### config.mk
export PLATFORM = sky130hd
export DESIGN_NAME = hamm_decoder
export DESIGN_NICKNAME = d
export VERILOG_FILES = /design/src/rtl/hamm_pkg.sv /design/src/rtl/hamm_syndrome.sv /design/src/rtl/hamm_decoder.sv
export SDC_FILE = /design/constraint.sdc
export NUM_CORES = 1
export LEC_CHECK = 0
export CAP_MARGIN = 20
export CORE_ASPECT_RATIO = 2
export CORE_MARGIN = 2
export CORE_UTILIZATION = 51
export DETAILED_ROUTE_END_ITERATION = 8
export GPL_ROUTABILITY_DRIVEN = 0
export PLACE_DENSITY = 0.82
export SYNTH_ARGS = -nofsm -noshare
export SYNTH_HDL_FRONTEND = slang
export SYNTH_SLANG_ARGS = --single-unit
### constraint.sdc
create_clock -name clk -period 1.9 [get_ports clk]
set_clock_uncertainty 0.1 [all_clocks]
set_input_delay 0.285 -clock clk [delete_from_list [all_inputs] [get_ports clk]]
set_output_delay 0.285 -clock clk [all_outputs]
set_load 0.05 [all_outputs]
### src/rtl/hamm_pkg.sv
// Shared types and constants for the SEC-DED Hamming(16,11) decoder.
// Holds the control FSM state type, the status flag encodings, the codeword
// bit positions and the syndrome masks. Helpers build the two output bytes
// of a decoded word.
package hamm_pkg;

  typedef enum logic [2:0] {
    StIdle,
    StRdLo,
    StRdHi,
    StDecode,
    StWrLo,
    StWrHi,
    StDone
  } state_e;

  localparam logic [1:0] FLAG_OK  = 2'b00;  // clean word
  localparam logic [1:0] FLAG_SEC = 2'b01;  // single error corrected
  localparam logic [1:0] FLAG_DED = 2'b10;  // double error detected, left as is

  // Parity bit positions; p0 is the overall parity bit.
  localparam int unsigned POS_P0 = 0;
  localparam int unsigned POS_P1 = 1;
  localparam int unsigned POS_P2 = 2;
  localparam int unsigned POS_P4 = 4;
  localparam int unsigned POS_P8 = 8;

  // Lowest position of each contiguous data-bit run.
  localparam int unsigned POS_D1 = 3;   // d1
  localparam int unsigned POS_D2 = 5;   // d4..d2 at 7..5
  localparam int unsigned POS_D5 = 9;   // d8..d5 at 12..9
  localparam int unsigned POS_D9 = 13;  // d11..d9 at 15..13

  // SYN_MASK[j] selects codeword bits k in 1..15 whose index has bit j set.
  localparam logic [3:0][15:0] SYN_MASK = {16'hFF00, 16'hF0F0, 16'hCCCC, 16'hAAAA};

  // Low output byte: d8..d1.
  function automatic logic [7:0] data_lo(input logic [15:0] cw);
    return {cw[POS_D5+3:POS_D5], cw[POS_D2+2:POS_D2], cw[POS_D1]};
  endfunction

  // High output byte: status flag, three zeros, d11..d9.
  function automatic logic [7:0] data_hi(input logic [15:0] cw, input logic [1:0] flag);
    return {flag, 3'b000, cw[POS_D9+2:POS_D9]};
  endfunction

endpackage

### src/rtl/hamm_syndrome.sv
// Combinational SEC-DED check of one 16-bit codeword.
// Ports:
//   cw     in  raw codeword
//   cw_fix out codeword with a single-bit error flipped back (unchanged otherwise)
//   flag   out FLAG_OK / FLAG_SEC / FLAG_DED
//   syn    out 4-bit syndrome (position of a single error)
module hamm_syndrome
  import hamm_pkg::*;
(
  input  logic [15:0] cw,
  output logic [15:0] cw_fix,
  output logic [1:0]  flag,
  output logic [3:0]  syn
);

  logic parity;

  always_comb begin
    syn = '0;
    for (int j = 0; j < 4; j++) begin
      syn[j] = ^(cw & SYN_MASK[j]);
    end
    parity = ^cw;
    cw_fix = cw;
    flag   = FLAG_OK;
    if (parity) begin
      // Odd overall parity means one flipped bit; syndrome 0 points at p0.
      cw_fix = cw ^ (16'b1 << syn);
      flag   = FLAG_SEC;
    end else if (syn != 4'd0) begin
      flag = FLAG_DED;
    end
  end

endmodule

### src/rtl/hamm_decoder.sv
// Block decoder: reads NUM_WORDS Hamming(16,11) codewords from a byte memory,
// corrects/flags them and writes two result bytes per word.
// Optional macro HAMM_DEC_STATS_EN adds per-run error counters.
// Ports:
//   clk, reset         clock, synchronous active-high reset
//   req                start request, honoured only in idle or done
//   done               high while the run is finished
//   mem_addr/mem_rdata byte address and combinational read data
//   mem_wdata/mem_we   write data and strobe
//   err1_cnt/err2_cnt  (HAMM_DEC_STATS_EN) corrected / uncorrectable word counts
module hamm_decoder
  import hamm_pkg::*;
#(
  parameter int unsigned NUM_WORDS = 15,
  parameter int unsigned SRC_BASE  = 30,
  parameter int unsigned DST_BASE  = 0
) (
  input  logic       clk,
  input  logic       reset,
`ifdef HAMM_DEC_STATS_EN
  output logic [4:0] err1_cnt,
  output logic [4:0] err2_cnt,
`endif
  input  logic       req,
  output logic       done,
  output logic [7:0] mem_addr,
  input  logic [7:0] mem_rdata,
  output logic [7:0] mem_wdata,
  output logic       mem_we
);

  localparam int unsigned   IW       = $clog2(NUM_WORDS + 1);
  localparam logic [7:0]    SRC      = 8'(SRC_BASE);
  localparam logic [7:0]    DST      = 8'(DST_BASE);
  localparam logic [IW-1:0] LAST_IDX = IW'(NUM_WORDS - 1);

  state_e        state;
  logic [IW-1:0] idx;
  logic [7:0]    lo_q, hi_q, wdata_hi_q;
  logic [15:0]   fix;
  logic [1:0]    flag;
  logic [3:0]    syn;

  // Byte offset of word w, modulo 256.
  function automatic logic [7:0] word_off(input logic [IW-1:0] w);
    return 8'(w) << 1;
  endfunction

  hamm_syndrome u_syndrome (
    .cw     ({hi_q, lo_q}),
    .cw_fix (fix),
    .flag   (flag),
    .syn    (syn)
  );

  // Syndrome and parity bits carry no payload once the word is corrected.
  logic unused_bits;
  assign unused_bits = ^{syn, fix[POS_P8], fix[POS_P4], fix[POS_P2], fix[POS_P1], fix[POS_P0]};

  // Memory address/strobe are registered, so each is set on the edge that
  // enters the state which uses it.
  always_ff @(posedge clk) begin
    if (reset) begin
      state      <= StIdle;
      idx        <= '0;
      done       <= 1'b0;
      mem_we     <= 1'b0;
      mem_addr   <= '0;
      mem_wdata  <= '0;
      lo_q       <= '0;
      hi_q       <= '0;
      wdata_hi_q <= '0;
    end else begin
      unique case (state)
        StIdle, StDone: begin
          if (req) begin
            state    <= StRdLo;
            idx      <= '0;
            done     <= 1'b0;
            mem_addr <= SRC;
          end else begin
            // done follows the state one cycle late, dropping at once on restart.
            done <= (state == StDone);
          end
        end
        StRdLo: begin
          lo_q     <= mem_rdata;
          mem_addr <= mem_addr + 8'd1;
          state    <= StRdHi;
        end
        StRdHi: begin
          hi_q  <= mem_rdata;
          state <= StDecode;
        end
        StDecode: begin
          wdata_hi_q <= data_hi(fix, flag);
          mem_addr   <= DST + word_off(idx);
          mem_wdata  <= data_lo(fix);
          mem_we     <= 1'b1;
          state      <= StWrLo;
        end
        StWrLo: begin
          mem_addr  <= mem_addr + 8'd1;
          mem_wdata <= wdata_hi_q;
          state     <= StWrHi;
        end
        StWrHi: begin
          mem_we <= 1'b0;
          if (idx < LAST_IDX) begin
            idx      <= idx + 1'b1;
            mem_addr <= SRC + word_off(idx + 1'b1);
            state    <= StRdLo;
          end else begin
            state <= StDone;
          end
        end
        default: state <= StIdle;
      endcase
    end
  end

`ifdef HAMM_DEC_STATS_EN
  always_ff @(posedge clk) begin
    if (reset) begin
      err1_cnt <= '0;
      err2_cnt <= '0;
    end else if ((state == StIdle || state == StDone) && req) begin
      err1_cnt <= '0;
      err2_cnt <= '0;
    end else if (state == StDecode) begin
      if (flag == FLAG_SEC && err1_cnt != 5'd31) err1_cnt <= err1_cnt + 5'd1;
      if (flag == FLAG_DED && err2_cnt != 5'd31) err2_cnt <= err2_cnt + 5'd1;
    end
  end
`endif

endmodule

# After elaboration in Yosys (flattened, before gate mapping)
# Cells that the tools add are included.
[classes]
n_addsub = 3
mul = 0
n_div = 0
magnitude_cmp = 1
n_eq_ne = 8
shift = 1
n_mux = 15
bitwise_logic = 1
n_reduce_logical = 15
[ops]
columns = ["operator", "n"]
rows = [
  ["$reduce_xor A16 Y1", 5],
  ["$pmux W8 S4", 1],
  ["$pmux W3 S6", 1],
  ["$mux W16", 1],
  ["$mux W8", 2],
  ["$pmux W8 S2", 1],
  ["$shl A1 B4 Y16 const A", 1],
  ["$xor A16 B16 Y16", 1],
  ["$eq A3 B3 Y1 const B", 3],
  ["$add A8 B1 Y8 const B", 1],
  ["$mux W4", 2],
  ["$pmux W4 S2", 1],
  ["$reduce_bool A4 Y1", 2],
  ["$add A5 B5 Y6 const A", 1],
  ["$eq A3 B2 Y1 const B", 2],
  ["$mux W3", 2],
  ["$reduce_and A3 Y1", 2],
  ["$reduce_bool A2 Y1", 3],
  ["$add A4 B1 Y4 const B", 1],
  ["$lt A4 B4 Y1 const B", 1],
  ["$mux W2", 2],
  ["$ne A2 B2 Y1 const B", 2],
  ["$reduce_or A2 Y1", 2],
  ["$eq A3 B1 Y1 const B", 1],
  ["other kinds (3)", 3],
]
[totals]
regBits = 46
latchBits = 0
ramBits = 0
mem_bits_ro = 0
inputBits = 11
out_inout_bits = 18
elab_cells = 53
memories = 0

# Logic depth before layout (Yosys ltp)
[depth]
ltp_word = 5
depth_mapped = 8
depth_no_buf = 7

# Hierarchy
# From an unflattened synthesis, not the netlist that was laid out.
[hier_totals]
hier_cells = 351
area_unflattened_um2 = 3071.7
[modules_own_cells]
columns = ["module", "n_inst", "cells_each", "area_each_um2", "seq_area_each_um2"]
rows = [
  ["hamm_decoder", 1, 265, 2264.7, 920.9],
  ["hamm_syndrome", 1, 86, 807.0, 0.0],
]

# Worst setup path before layout
# No wires, ideal clock.
[synth_timing]
path_kind = "reg2reg"
startpoint = "reg mem_addr[1]"
endpoint = "reg mem_addr[4]"
setup_time_ps = 115
t_arrival_ps = 1776
required_ps = 1685
setup_slack_ps = -91
path_stages_with_launch = 7
path_buffers = 0
synth_period_minus_slack_ps = 1991
path_cell_list = "dfxtp_1 ha_1 nand3_1 xnor2_1 mux2_2 nor2_1 a2111oi_0"
[synth_via]
elab_chain_cells = 2
[synth_lines]
columns = ["item", "line_no", "rtl"]
rows = [
  ["start, declared", "hamm_decoder.sv:26", "output logic [7:0] mem_addr,"],
  ["start signal, assigned", "hamm_decoder.sv:88", "mem_addr <= mem_addr + 8'd1;"],
  ["start signal, assigned", "hamm_decoder.sv:97", "mem_addr <= DST + word_off(idx);"],
  ["start signal, assigned", "hamm_decoder.sv:103", "mem_addr <= mem_addr + 8'd1;"],
  ["$add A8 B1 Y8", "hamm_decoder.sv:88, hamm_decoder.sv:103", ""],
  ["$pmux W8 S4", "hamm_decoder.sv:74", "unique case (state)"],
]
# Every way passes these cells.
# A chain may end at the register's enable or synchronous reset.

# Worst setup path after layout
[layout_timing]
startpoint = "reg hi_q[2]"
endpoint = "reg mem_wdata[5]"
[layout_via]
elab_chain_cells = 5
elab_cells_between_ends = 7
cone_classes = "shift: 1; mux: 2; bitwise: 1; reduce/logical: 3"
[layout_lines]
columns = ["item", "line_no", "rtl"]
rows = [
  ["start, declared", "hamm_decoder.sv:39", "logic [7:0] lo_q, hi_q, wdata_hi_q;"],
  ["start signal, assigned", "hamm_decoder.sv:92", "hi_q <= mem_rdata;"],
  ["$reduce_xor A16 Y1", "hamm_syndrome.sv:21", "syn[j] = ^(cw & SYN_MASK[j]);"],
  ["$shl A1 B4 Y16", "hamm_syndrome.sv:28", "cw_fix = cw ^ (16'b1 << syn);"],
  ["$xor A16 B16 Y16", "hamm_syndrome.sv:28", ""],
  ["$mux W16 (*)", "hamm_syndrome.sv:26", "if (parity) begin"],
  ["$pmux W8 S2 (*)", "hamm_decoder.sv:74", ""],
  ["end signal, assigned", "hamm_decoder.sv:98", "mem_wdata <= data_lo(fix);"],
  ["end signal, assigned", "hamm_decoder.sv:104", "mem_wdata <= wdata_hi_q;"],
  ["end, declared", "hamm_decoder.sv:28", "output logic [7:0] mem_wdata,"],
]
# Every way passes the cells marked *; elsewhere a longest branch is shown, timed or not.

==> reports/qor.yml <==
layout.nets: 447
route.detailed.drc: 0
crit_fanout: 4
via_count: 3109
ys_types: 44
status: "complete, but fails checks"
cts_root_buf: "clkbuf_8"
rows: 37
rsz0062_at_grt: "true"
fillers: 290
maxCapViolCount: 0
critical_path_class: "register to register"
fmax_ghz: 0.478
gr-usage-met2: 0.610
syn_nets: 357
drt-pass1-iter-count: 5
cp_slowest_cell: "dfxtp_4"
ir_worst_vdd_mv: 0.681
initial_core_util: 0.531
violations: "negative setup slack"
finalWorstSetupSlack_ns: -0.190
cts_num_sinks: 46
antenna_left: 0
drive_gt1_frac: 0.402
required_ns: 1.98
totalWireLength_um: 10100
synth_seq_cells: 46
area_growth_pct: 55.9
async_flop_share: 0
clk_pin_slew_ns: 0.09
tritoncts: "built"
post-place-ws_ns: -0.267
busiest_layer: "met2"
synth_edf_count: 0
tritoncts.num_buffers: 5
maxSlewViolCount: 0
synth_warnings: 0
r2r_setup_slack_ns: -0.19
period_share: 1.10
worstSkewPairLatency_ns: 0.30
ys.flop_type: "dfxtp_1"
vias_per_cell: 6.33
post_drt_wl_per_cell_um: 20.6
grt_max_degree: 45
die-area_um2: 6040
hold_viol: 0
p_leak_nw: 1.64
die_y_um: 108
grt_pass1_wl_um: 14800
use_met3: 0.0397
ctsHoldBuffers: 0
antenna_cells: 0
endpoint_kind: "register"
htree_levels: 2
fin_crit_ns: 2.09
crit_chain: "xor2_4 -> xor2_4 -> buf_4 -> nor4_4 -> buf_4 -> o22ai_1 -> xor2_1 -> o21ai_1"
path_buf_inv: 2
met1_usage: 0.286
grt_antenna_before_repair: 0
grt_pass1_vias: 3151
startpoint_type: "register"
core_um2: 5180
slew_headroom: 0.669
clockBufferDepth: 2
grtUsageTotal: 0.320
hpwl_um: 6090
power.density_nw_per_um2: 722
synth.avg_cell_area_um2: 8.03
tightest_slew_ns: 0.495
power.total_mw: 3.10
netlist_instances: 343
die_w_um: 56.0
syn_area_um2: 2750
path_delay_family: "XOR/XNOR gates"
slowest_delay_ns: 0.42
setup_viol: 13
overflow: 0
drt_iter0_drc: 165
pin_count: 29
seq_area_frac_synth: 0.334
arrival_ns: 2.17
port_buffers: 28
min_path_type: "register to register"
[cell usage in the layout (no fill, tap or decap), types with 5 or more instances in the layout]
| cell | netlist | layout |
|---|---|---|
| a21oi_1 | 28 | 28 |
| o21bai_1 | 5 | 5 |
| xnor2_1 | 22 | 8 |
| xnor2_4 | 0 | 11 |
| clkdlybuf4s50_1 | 0 | 14 |
| dfxtp_2 | 0 | 9 |
| xor2_2 | 5 | 6 |
| nand2_1 | 35 | 35 |
| buf_6 | 0 | 6 |
| xor2_1 | 20 | 13 |
| dfxtp_1 | 46 | 27 |
| mux2i_1 | 8 | 8 |
| nor2_1 | 34 | 33 |
| buf_4 | 0 | 80 |
| clkbuf_8 | 0 | 5 |
| nand3_1 | 8 | 8 |
| o22ai_1 | 16 | 13 |
| xor2_4 | 0 | 6 |
| o21ai_0 | 23 | 23 |
| dfxtp_4 | 0 | 10 |
| nor3_1 | 13 | 9 |
[synthesized netlist by cell type, types with 3 or more instances]
| master | count | area share |
|---|---|---|
| ha_1 | 3 | 0.014 |
| nand2_1 | 35 | 0.048 |
| mux2i_1 | 8 | 0.029 |
| clkbuf_1 | 16 | 0.022 |
| or3_1 | 3 | 0.0068 |
| nor2_1 | 34 | 0.046 |
| o22ai_1 | 16 | 0.036 |
| nand2b_1 | 4 | 0.0091 |
| nand3_1 | 8 | 0.015 |
| dfxtp_1 | 46 | 0.33 |
| o21ai_0 | 23 | 0.042 |
| a211oi_2 | 3 | 0.014 |
| xor2_2 | 5 | 0.030 |
| o21ai_1 | 3 | 0.0055 |
| nor4_1 | 5 | 0.011 |
| a21oi_1 | 28 | 0.051 |
| buf_1 | 3 | 0.0041 |
| inv_1 | 4 | 0.0055 |
| xor2_1 | 20 | 0.064 |
| nor3_1 | 13 | 0.024 |
| and3_1 | 5 | 0.011 |
| xnor2_1 | 22 | 0.070 |
| o21bai_1 | 5 | 0.014 |
[sequential cells by signal, summed over array words and instances, names as in the netlist, 3 cells and up]
signal / count
state: 3
hi_q: 8
wdata_hi_q: 5
mem_wdata: 8
idx: 4
mem_addr: 8
lo_q: 8
[metal layers]
layer	up-vias	routed length, um	share of wire
met5	-	0	0
met4	0	884	0.088
met3	72	397	0.039
met2	151	5540	0.55
met1	1494	3270	0.32
li1	1392	-	-
[layout make-up]
cell class                 instances  area [um^2]  share of cell area
clock buffer                       5         68.8              0.0160
sequential                        46          970               0.226
clock inverter                     2         10.0             0.00233
tap                               58         72.6              0.0169
timing repair buffer             103          861               0.201
multi-input combinational        272         2290               0.533
inverter                           5         22.5             0.00525
[through the flow]
step                      setup TNS [ns]  cells  hold WS (ns)  area (um^2)   util
after floorplan                        0    343         0.321         2760      -
after global placement             -1.15    460         0.335         3410  0.657
after detailed placement           -2.51    460         0.344         3410  0.657
after CTS                        -0.0905    483         0.355         4070  0.785
after global routing               -2.23    491         0.369         4290  0.828
final                              -1.61    491         0.361         4290  0.828
[path summary, 6_finish.rpt]
path / to / cells past startpoint / startpoint
setup / recovery: mem_wdata[5] / 8 / hi_q[2]
setup reg to reg: mem_wdata[5] / 8 / hi_q[2]
hold / removal: mem_wdata[4] / 2 / mem_wdata[4]
hold reg to reg: mem_wdata[4] / 2 / mem_wdata[4]
[power breakdown]
group	switching [mW]	internal [mW]	total, mW
Combinational	0.753	0.663	1.42
Sequential	0.0843	1.01	1.09
Clock	0.341	0.248	0.589
[worst register-to-register path: stages (launching register included)]
cell and delay (ns):
dfxtp_4 0.42, xor2_4 0.31, xor2_4 0.28, buf_4 0.20, nor4_4 0.05, buf_4 0.16, o22ai_1 0.16, xor2_1 0.21
o21ai_1 0.09
[timing repair]
item	in CTS	in global routing
resized for setup	75	33
setup endpoints to repair	14	35
pin swaps	27	15
buffers inserted	16	8
[cell families (layout without fill, tap and decap cells)]
group                      Yosys count  count (layout)  synth area share
buffers and inverters               25             115            0.0345
AOI/OAI and AO/OA                   95              95             0.214
adders and majority gates            3               3            0.0136
xor gates and xnor gates            48              48             0.169
DFF                                 46              46             0.334
and+or+nand+nor                    116             116             0.197
muxes                               10              10            0.0373
Note: power is estimated with default switching activity, not from simulation.
